<file path="config.mk">
export PLATFORM = sky130hd
export DESIGN_NAME = seven_segment_scan_ctrl_flat
export DESIGN_NICKNAME = d
export VERILOG_FILES = /design/src/rtl/seven_segment_scan_ctrl_if.sv /design/src/rtl/seven_segment_scan_ctrl.sv /design/src/flat_wrapper.sv
export SDC_FILE = /design/constraint.sdc
export NUM_CORES = 1
export LEC_CHECK = 0
export ABC_AREA = 1
export CAP_MARGIN = 15
export CORE_MARGIN = 4
export CORE_UTILIZATION = 51
export DETAILED_ROUTE_END_ITERATION = 10
export PLACE_DENSITY = 0.72
export SYNTH_ARGS = -nofsm -noshare
export SYNTH_HDL_FRONTEND = slang
export SYNTH_SLANG_ARGS = --single-unit
</file>
<file path="constraint.sdc">
create_clock -name clk -period 3.47 [get_ports clk]
set_input_delay 0.694 -clock clk [delete_from_list [all_inputs] [get_ports clk]]
set_output_delay 0.694 -clock clk [all_outputs]
set_load 0.05 [all_outputs]
</file>
<file path="src/rtl/seven_segment_scan_ctrl_if.sv">
// Bus between the display register logic (master) and the scan controller (slave).
interface seven_segment_scan_ctrl_if #(
    parameter int DIGITS = 4
);
    logic                  load_i;
    logic [4*DIGITS-1:0]   value_i;
    logic                  pending_o;
    logic [3:0]            num_o;
    logic [DIGITS-1:0]     digit_en_o;
    logic                  frame_o;
    logic                  bcd_err_o;

    modport master (
        output load_i, value_i,
        input  pending_o, num_o, digit_en_o, frame_o, bcd_err_o
    );

    modport slave (
        input  load_i, value_i,
        output pending_o, num_o, digit_en_o, frame_o, bcd_err_o
    );
endinterface

</file>
<file path="src/rtl/seven_segment_scan_ctrl.sv">
// Time-multiplexed BCD digit scanner with frame-synchronous double buffering.
// Optional feature: define LEADING_ZERO_BLANK_EN to suppress leading zero digits.
module seven_segment_scan_ctrl #(
    parameter int DIGITS    = 4,
    parameter int DIV       = 50000,
    parameter int BLANK_CYC = 2
) (
    input  logic                     clk,
    input  logic                     rst,
    seven_segment_scan_ctrl_if.slave bus
);
    localparam int CNT_W = (DIV > 2) ? $clog2(DIV) : 1;
    localparam int IDX_W = $clog2(DIGITS);
    localparam logic [CNT_W-1:0] CNT_MAX = CNT_W'(DIV - 1);
    localparam logic [CNT_W-1:0] BLANK_V = CNT_W'(BLANK_CYC);
    localparam logic [IDX_W-1:0] IDX_MAX = IDX_W'(DIGITS - 1);

    function automatic logic bcd_valid(input logic [3:0] code);
        return (code <= 4'd9);
    endfunction

    logic [CNT_W-1:0]    cnt_q, cnt_d;
    logic [IDX_W-1:0]    idx_q, idx_d;
    logic [4*DIGITS-1:0] disp_q, disp_d;
    logic [4*DIGITS-1:0] shadow_q, shadow_d;
    logic                pending_q, pending_d;
    logic                err_q, err_d;

    logic                frame_end_s;
    logic [3:0]          num_s;
    logic [DIGITS-1:0]   onehot_s;
    logic [DIGITS-1:0]   en_s;
    logic                lz_hide_s;

    assign frame_end_s = (cnt_q == CNT_MAX) && (idx_q == IDX_MAX);
    assign num_s       = disp_q[{idx_q, 2'b00} +: 4];
    assign onehot_s    = {{(DIGITS-1){1'b0}}, 1'b1} << idx_q;

`ifdef LEADING_ZERO_BLANK_EN
    // Hide digit idx when it and every more-significant digit are zero; digit 0 never hides.
    always_comb begin
        logic zero_run;
        zero_run  = 1'b1;
        lz_hide_s = 1'b0;
        for (int i = DIGITS - 1; i >= 1; i--) begin
            zero_run  = zero_run & (disp_q[4*i +: 4] == 4'd0);
            lz_hide_s = (idx_q == IDX_W'(i)) ? zero_run : lz_hide_s;
        end
    end
`else
    assign lz_hide_s = 1'b0;
`endif

    // Digit enable: blank window at slot start, invalid codes and hidden zeros stay dark.
    always_comb begin
        if ((cnt_q >= BLANK_V) && bcd_valid(num_s) && !lz_hide_s) begin
            en_s = onehot_s;
        end else begin
            en_s = '0;
        end
    end

    // Next-state: scan counters, buffer transfer and sticky error.
    always_comb begin
        if (cnt_q == CNT_MAX) begin
            cnt_d = '0;
            idx_d = (idx_q == IDX_MAX) ? '0 : idx_q + IDX_W'(1);
        end else begin
            cnt_d = cnt_q + CNT_W'(1);
            idx_d = idx_q;
        end

        disp_d    = disp_q;
        shadow_d  = shadow_q;
        pending_d = pending_q;
        // A load landing on the frame-end cycle bypasses the shadow and wins over it.
        if (bus.load_i && frame_end_s) begin
            disp_d    = bus.value_i;
            pending_d = 1'b0;
        end else if (bus.load_i) begin
            shadow_d  = bus.value_i;
            pending_d = 1'b1;
        end else if (frame_end_s && pending_q) begin
            disp_d    = shadow_q;
            pending_d = 1'b0;
        end else begin
            pending_d = pending_q;
        end

        err_d = err_q | ~bcd_valid(num_s);
    end

    // State registers with synchronous reset.
    always_ff @(posedge clk) begin
        if (rst) begin
            cnt_q     <= '0;
            idx_q     <= '0;
            disp_q    <= '0;
            shadow_q  <= '0;
            pending_q <= 1'b0;
            err_q     <= 1'b0;
        end else begin
            cnt_q     <= cnt_d;
            idx_q     <= idx_d;
            disp_q    <= disp_d;
            shadow_q  <= shadow_d;
            pending_q <= pending_d;
            err_q     <= err_d;
        end
    end

    assign bus.pending_o  = pending_q;
    assign bus.num_o      = num_s;
    assign bus.digit_en_o = en_s;
    assign bus.frame_o    = frame_end_s;
    assign bus.bcd_err_o  = err_q;
endmodule
</file>
<file path="src/flat_wrapper.sv">
// flat-port wrapper written by rule: the top's interface ports become plain ports
module seven_segment_scan_ctrl_flat 
#(
    parameter int DIGITS    = 4,
    parameter int DIV       = 50000,
    parameter int BLANK_CYC = 2
)
  (clk, rst, bus_load_i, bus_value_i, bus_pending_o, bus_num_o, bus_digit_en_o, bus_frame_o, bus_bcd_err_o);
  seven_segment_scan_ctrl_if #(.DIGITS(DIGITS)) bus_i ();
  input  logic clk;
  input  logic rst;
  input wire logic [$bits(bus_i.load_i)-1:0] bus_load_i;
  input wire logic [$bits(bus_i.value_i)-1:0] bus_value_i;
  output wire logic [$bits(bus_i.pending_o)-1:0] bus_pending_o;
  output wire logic [$bits(bus_i.num_o)-1:0] bus_num_o;
  output wire logic [$bits(bus_i.digit_en_o)-1:0] bus_digit_en_o;
  output wire logic [$bits(bus_i.frame_o)-1:0] bus_frame_o;
  output wire logic [$bits(bus_i.bcd_err_o)-1:0] bus_bcd_err_o;
  assign bus_i.load_i = bus_load_i;
  assign bus_i.value_i = bus_value_i;
  assign bus_pending_o = bus_i.pending_o;
  assign bus_num_o = bus_i.num_o;
  assign bus_digit_en_o = bus_i.digit_en_o;
  assign bus_frame_o = bus_i.frame_o;
  assign bus_bcd_err_o = bus_i.bcd_err_o;
  seven_segment_scan_ctrl #(.DIGITS(DIGITS), .DIV(DIV), .BLANK_CYC(BLANK_CYC)) u_core (.clk(clk), .rst(rst), .bus(bus_i));
endmodule
</file>
**Word-level counts from Yosys, hierarchy flattened**

Cells that the tools add are included.

- Register bits after elaboration: 52
- Bits of input ports: 19
- Word-level logic and storage cells: 35

- Add/sub/neg operators: 2
- Order comparisons: 2
- Eq/ne operators: 3
- Shift-type cells: 2
- Mux-type cells: 7
- Bitwise logic cells: 3
- Reduce and logical (&&, ||, !) cells: 10

Operators with widths:

| operator | number |
|---|---|
| 2-to-1 mux 16 bit | 3 |
| adder 16 x 1 -> 16 bit, second input constant | 1 |
| equality test 16 bit, second input constant | 1 |
| greater-or-equal comparator 16 x 2 -> 1 bit, second input constant | 1 |
| indexed part select 16 x 5 -> 4 bit | 1 |
| less-or-equal comparator 4 bit, second input constant | 1 |
| logical AND 1 bit | 4 |
| 2-to-1 mux 4 bit | 1 |
| AND reduction 2 bit | 2 |
| nonzero test 2 bit | 2 |
| OR reduction 2 bit | 2 |
| left shift 1 x 2 -> 4 bit, first input constant | 1 |
| adder 2 x 1 -> 2 bit, second input constant | 1 |
| equality test 2 bit, second input constant | 1 |
| 2-to-1 mux 1 bit | 2 |
| 2-to-1 mux 2 bit | 1 |
| != test 2 x 1 -> 1 bit, second input constant | 1 |
| inverter 1 bit | 2 |
| OR 1 bit | 1 |

**Logic depth before layout (Yosys ltp)**

Gate-level depths: netlist (run 1).

- Depth in word-level cells: 6
- Gate-level depth with buffers: 11

**Worst setup path after synthesis (run 1)**

Ideal clock, no wire load.

- Path kind: register to output
- From: reg u_core.idx_q[0]
- To: out bus_digit_en_o[0]
- Arrival time: 2,183 ps
- Slack: 593 ps
- Stages on the path, launching flop included: 7
- Path through: dfxtp_1 > clkbuf_1 > o21ai_0 > o22ai_1 > o21ai_0 > nand2_1 > nor2_1

- Longest elaborated chain between the ends: 4
- Elaborated cells on any way between the ends: 5
- Those cells by class: order compare (1); shift (2); mux (1); reduce/logical (1)

RTL lines:

| what | RTL line | source |
|---|---|---|
| start, declared | seven_segment_scan_ctrl.sv:23 | `logic [IDX_W-1:0] idx_q, idx_d;` |
| start signal, assigned | seven_segment_scan_ctrl.sv:104 | `idx_q <= idx_d;` |
| indexed part select 16 x 5 -> 4 bit | seven_segment_scan_ctrl.sv:36 | `assign num_s = disp_q[{idx_q, 2'b00} +: 4];` |
| net bus_num_o[3] | flat_wrapper.sv:15 | `output wire logic [$bits(bus_i.num_o)-1:0] bus_num_o;` |
| less-or-equal comparator 4 bit | seven_segment_scan_ctrl.sv:19 | `return (code <= 4'd9);` |
| logical AND 1 bit | seven_segment_scan_ctrl.sv:56 | `if ((cnt_q >= BLANK_V) && bcd_valid(num_s) && !lz_hide_s) begin` |
| 2-to-1 mux 4 bit | seven_segment_scan_ctrl.sv:56 |  |
| end, declared | flat_wrapper.sv:16 | `output wire logic [$bits(bus_i.digit_en_o)-1:0] bus_digit_en_o;` |

The timed path passes the listed nets, and every way through them passes these cells.

**Final worst setup path (run 1)**

- From: reg u_core.idx_q[0]
- To: out bus_digit_en_o[0]

- Longest elaborated chain between the ends: 4
- Elaborated cells on any way between the ends: 5
- Those cells by class: order compare (1); shift (2); mux (1); reduce/logical (1)

RTL lines:

| what | RTL line |
|---|---|
| indexed part select 16 x 5 -> 4 bit | seven_segment_scan_ctrl.sv:36 |
| less-or-equal comparator 4 bit | seven_segment_scan_ctrl.sv:19 |
| logical AND 1 bit | seven_segment_scan_ctrl.sv:56 |
| 2-to-1 mux 4 bit (*) | seven_segment_scan_ctrl.sv:56 |

Mark *: on every way between the ends. The rest lies on a longest branch, timed or not.

==> flow_summary.toml, run 1 <==
[sta]
finalSetupTns_ps = 0
period_needed_ps = 3190
slew_violations = 0
rsz0062_at_grt = "false"
final_hold_viol_count = 0
fmax_mhz = 314
fin_skew_ps = 5.28
timing.hold.ws_ps = 452
worstMarginPinSlew_ps = 519
fin_crit_sh = 0.918
setup_viol = 0
slew_headroom = 0.653

[yosys]
yosys.area.top_type = "dfxtp_1"
yosys_register_bits = 52
synth_top_area_frac = 0.363
synth_cells = 428
synthTopCellsByArea = "dfxtp_1 (36%), nand2_1 (16%), inv_1 (9.2%)"
ys.warnings.count = 0
ys_async_sr_fraction = 0
synth_common_cells = "nand2_1 (125), inv_1 (70), dfxtp_1 (52), a21oi_1 (51), nor2_1 (39)"
yosysSeqAreaShare = 0.363
ys.flop_type = "dfxtp_1"
syn-cell-area_sq_um = 2870
synth_edf_count = 0
syn_area_per_cell_sq_um = 6.70
syn-num-nets = 453
synth_cell_type_count = 34
yosysMostFrequentCell = "nand2_1"

[clocking]
cts_sinks = 52
cts_tree = "yes"
clk_latency_ps = 310
cts_resized = 4
path_clk_slew_ps = 100
cts_buffers = 5
h-tree-depth = 2
clockBufferDepth = 2
cts_setup_buffers = 0
hold_buffers = 0
root_buffer = "clkbuf_8"

[setup_path]
cpMaxStageDelayCell = "dfxtp_1"
cp_common_cell = "o21ai_0"
crit_path_end_kind = "primary output"
cp.required_ps = 2780
cp_slowest_stage_delay_ps = 570
critical_path_class = "flip-flop to primary output"
cp-start-kind = "flip-flop"
crit_chain = "clkinv_1 -> o21ai_0 -> o22ai_1 -> o21ai_0 -> nand2_1 -> nor2_1 -> dlygate4sd2_1"
cp.arrival_ps = 2490
critical_path.max_fanout = 14

[drt]
drtPass1Iterations = 4
num_vias = 2496
routed_via_density = 4.77
drt-total-wl_mm = 5.87
drt_iter0_drc = 138
antenna_left = 0
route.detailed.drc = 0
wl_per_cell_um = 11.2

[pwr]
swShare = 0.249
p_int_w = 0.000879
p_seq_frac = 0.532
pwr-share-clk = 0.363
p_comb_frac = 0.105
p_sw_w = 0.000291
leakagePower_nw = 1.59
powerDensity_nw_per_um2 = 359
ir_drop_mv = 0.217

[die]
fp.dieH_um = 83.0
core_sq_um = 5470
start_util = 0.524
io-pin-count = 30
die_w_um = 83.0
num_rows = 27
die_area_sq_um = 6890

[placement]
portBuffers = 29
dpl_cell_area_sq_um = 3160
dp_hpwl_mm = 4.11
globalplace.congestion = 0.842
dp_cells = 515

[global_route]
antenna_found_initial = 0
grt_usage = 0.181
grt_pass1_vias = 2284
grt_start_max_net_pins = 35
gr-total-overflow = 0
grt_pass1_wl_mm = 10.6

[final_layout]
layout.cells.non_filler = 523
area_growth_pct = 13.8
antenna_cells = 0
drive_above_1_share = 0.0820
fin_nets = 475
final_cell_area_sq_um = 3260

[run_status]
status = "finished clean"

[run]
maxCapViolCount = 0

[hold_path]
hp-class = "flip-flop to flip-flop"
-- sequential cells by signal, summed over array words and instances (netlist names) --
name and cells:
u_core.idx_q 2, u_core.bus.bcd_err_o 1, u_core.cnt_q 16, u_core.shadow_q 16, u_core.disp_q 16, u_core.bus.pending_o 1
-- power by group through the flow --
stage / logic (W) / clock network, W / registers (W)
floorplan: 0.0000843 / 0 / 0.000637
global placement: 0.000124 / 0 / 0.000636
detailed placement: 0.000126 / 0 / 0.000637
CTS: 0.000124 / 0.000432 / 0.000623
global route: 0.000140 / 0.000464 / 0.000626
finish: 0.000123 / 0.000424 / 0.000623
-- layout by cell type (no fill, tap or decap), drive strengths merged, types with 4 or more instances in the layout --
| cell | count |
|---|---|
| dfxtp | 52 |
| clkinv | 4 |
| nor2 | 42 |
| clkdlybuf4s50 | 24 |
| ha | 6 |
| clkbuf | 5 |
| o21ai | 13 |
| inv | 73 |
| nor3b | 4 |
| dlygate4sd2 | 4 |
| nand4 | 5 |
| nor3 | 4 |
| nand3 | 22 |
| a21oi | 51 |
| nand2 | 127 |
-- stage by stage --
step                power, W  setup slack [ps]  utilization
finish               0.00117               283        0.596
global route         0.00123              9.86        0.596
CTS                  0.00118               262        0.596
detailed placement  0.000762               348        0.577
global placement    0.000760               473        0.577
floorplan           0.000722               593            -
-- layout make-up --
| class | instances | area, sq um |
|---|---|---|
| clock inverter | 3 | 42.5 |
| timing repair buffer | 31 | 295 |
| inverter | 76 | 288 |
| sequential | 52 | 1040 |
| multi-input combinational | 284 | 1440 |
| fill | 576 | 2210 |
| tap | 72 | 90.1 |
| clock buffer | 5 | 68.8 |
-- metal layers --
layer | GRT usage | routed length (um)
met3 | 0.0347 | 268
met2 | 0.274 | 2500
met5 | 0 | 0
met1 | 0.260 | 3000
met4 | 0.0579 | 93
-- final timing paths --
kind	from	slack (ps)	cells past startpoint	to
worst min-delay path	u_core.bus.bcd_err_o	450	2	u_core.bus.bcd_err_o
worst min register to register	u_core.bus.bcd_err_o	450	2	u_core.bus.bcd_err_o
worst max-delay path	u_core.idx_q[0]	280	7	bus_digit_en_o[0]
worst max register to register	u_core.cnt_q[1]	1630	6	u_core.disp_q[4]
-- critical path, delay by kind of cell (launching register included) --
kind / cells / cell delay (ps)
buffers and inverters: 2 / 850
DFF: 1 / 570
AOI/OAI and AO/OA: 3 / 480
and+or+nand+nor: 2 / 280
-- cell families after synthesis --
group           after synthesis  share of synthesized area
flops                        52                      0.363
compound gates               68                      0.122
simple gates                209                      0.350
xor+xnor                      1                    0.00305
buf+inv                      92                      0.136
fa+ha+maj                     6                     0.0262
No activity file was read; power rests on OpenSTA's default activity.
==> run 2: changes to the inputs <==
--- a/config.mk
+++ b/config.mk
@@ -10,7 +10,7 @@
 export CORE_MARGIN = 4
 export CORE_UTILIZATION = 51
 export DETAILED_ROUTE_END_ITERATION = 10
-export PLACE_DENSITY = 0.72
+export PLACE_DENSITY = 0.75
 export SYNTH_ARGS = -nofsm -noshare
 export SYNTH_HDL_FRONTEND = slang
 export SYNTH_SLANG_ARGS = --single-unit
==> constraint.sdc (replaced) <==
create_clock -name clk -period 2.7 [get_ports clk]
set_input_delay 0.54 -clock clk [delete_from_list [all_inputs] [get_ports clk]]
set_output_delay 0.54 -clock clk [all_outputs]
set_load 0.05 [all_outputs]
==> run 2 against run 1 <==
  * Worst setup slack worse by 160 ps
  * Design area is 2.3% higher
  * Sequential share of layout area is 0.63 points lower
  * Sequential power rose by 28%
  * Core utilization rose by 1.3 points
  * Clock power rose by 27%
  * Register-to-register slack lost 790 ps
  * Via count increased by 0.16%
  * Routed wire length increased by 1.3%
  * Critical endpoint unchanged
  * Largest cell class unchanged
  * Largest power group unchanged
==> flow_summary.toml, run 2 (synthesized netlist as in run 1, its figures left out) <==
[drt]
num_vias = 2500
drtPass1Iterations = 4
routed_via_density = 4.78
drt-total-wl_mm = 5.94
route.detailed.drc = 0
drt_iter0_drc = 109
antenna_left = 0
wl_per_cell_um = 11.4

[clocking]
path_clk_slew_ps = 100
hold_buffers = 0
cts_buffers = 5
cts_tree = "yes"
cts_sinks = 52
root_buffer = "clkbuf_8"
h-tree-depth = 2
clockBufferDepth = 2
clk_latency_ps = 300

[hold_path]
hp-class = "flip-flop to flip-flop"

[final_layout]
fin_nets = 475
antenna_cells = 0
nFillCells = 538
seq_area_sq_um = 1040
layout_commonest_cell = "nand2_1"
largest_registers = "u_core.cnt_q (16), u_core.disp_q (16), u_core.shadow_q (16)"
multi_input_area_sq_um = 1450
area_growth_pct = 16.4
mostFrequentLayoutCells = "nand2_1 (125), inv_1 (70), a21oi_1 (51)"
drive_above_1_share = 0.113

[die]
start_util = 0.524
fp.dieH_um = 83.0
die_area_sq_um = 6890
io-pin-count = 30
die_w_um = 83.0
core_sq_um = 5470
num_rows = 27

[pwr]
p_int_w = 0.00114
p_comb_frac = 0.114
p_seq_frac = 0.530
totalPowerFinal_w = 0.00151
ir_drop_mv = 0.260
p_sw_w = 0.000372
powerDensity_nw_per_um2 = 452
leakagePower_nw = 1.60
swShare = 0.246
pwr-share-clk = 0.356

[sta]
final_hold_viol_count = 0
rsz0062_at_grt = "false"
slew_violations = 0
slew_headroom = 0.649
setup_viol = 0
fmax_mhz = 389
setup_ws_ps = 127
fin_crit_sh = 0.953
worstMarginPinSlew_ps = 526
finalSetupTns_ps = 0
fin_skew_ps = 8.12
period_needed_ps = 2570

[setup_path]
cp.required_ps = 2160
cp.arrival_ps = 2030
critical_path.max_fanout = 14
crit_path_end_kind = "primary output"
critical_path_class = "flip-flop to primary output"
cp-start-kind = "flip-flop"

[placement]
globalplace.congestion = 0.848
portBuffers = 29
dp_slack_ps = 221
dp_hpwl_mm = 4.23

[global_route]
grt_usage = 0.173
antenna_found_initial = 0
grt_pass1_vias = 2273
grt_start_max_net_pins = 48
grt_pass1_wl_mm = 10.1
gr-total-overflow = 0

[run]
maxCapViolCount = 0

[run_status]
status = "finished clean"
-- run 2: cell count changes in the layout (fill, tap and decap cells not counted) --
cell             change
o22ai_1              -1
dfxtp_2              +2
clkdlybuf4s50_1      -3
o22ai_2              +1
buf_12               +5
nor2_1               -4
clkinvlp_4           +1
dlygate4sd2_1        -3
nor2_2               +4
buf_4                +1
dfxtp_1              -2
clkinv_1             -1
-- run 2: stage by stage --
stage               cell area (sq um)  std cells  hold WS [ps]   util
finish                           3340        523           454  0.610
global placement                 3210        515           443  0.587
global route                     3340        523           480  0.610
CTS                              3320        523           460  0.607
detailed placement               3210        515           445  0.587
floorplan                        2870        428           430      -
-- run 2: worst paths after layout --
path | depth (start not counted) | start | to | slack (ps)
setup reg to reg | 6 | u_core.cnt_q[1] | u_core.disp_q[13] | 840
hold / removal | 2 | u_core.bus.bcd_err_o | u_core.bus.bcd_err_o | 450
hold reg to reg | 2 | u_core.bus.bcd_err_o | u_core.bus.bcd_err_o | 450
setup / recovery | 7 | u_core.idx_q[0] | bus_digit_en_o[0] | 130
-- run 2: power groups by stage --
stage | sequential, W | clock [W] | combinational (W)
final | 0.000800 | 0.000538 | 0.000172
after global routing | 0.000803 | 0.000571 | 0.000195
after CTS | 0.000800 | 0.000549 | 0.000172
after detailed placement | 0.000818 | 0 | 0.000171
after global placement | 0.000817 | 0 | 0.000167
after floorplan | 0.000819 | 0 | 0.000108
-- run 2: area by class of cell --
class / instances / area share
Multi-Input combinational cell: 284 / 0.436
Sequential cell: 52 / 0.313
Timing Repair Buffer: 31 / 0.104
Inverter: 76 / 0.0874
Tap cell: 72 / 0.0270
Clock buffer: 5 / 0.0206
Clock inverter: 3 / 0.0127
-- run 2: critical path, stage by stage (launching register included) --
cell and delay [ps]:
dfxtp_2 480, clkinvlp_4 230, o21ai_0 260, o22ai_2 100, o21ai_0 140, nand2_1 200, nor2_2 170, buf_12 150
-- run 2: layer usage --
| metal | global-route usage | wire length [um] |
|---|---|---|
| met5 | 0 | 0 |
| met2 | 0.305 | 2740 |
| met3 | 0.0278 | 146 |
| met1 | 0.221 | 2990 |
| met4 | 0.0401 | 60 |
-- run 2: what timing repair did --
| action | in CTS | in global routing |
|---|---|---|
| setup buffers | 0 | 0 |
| pin swaps | 0 | 1 |
| setup endpoints to repair | 5 | 4 |
| resized for setup | 2 | 6 |
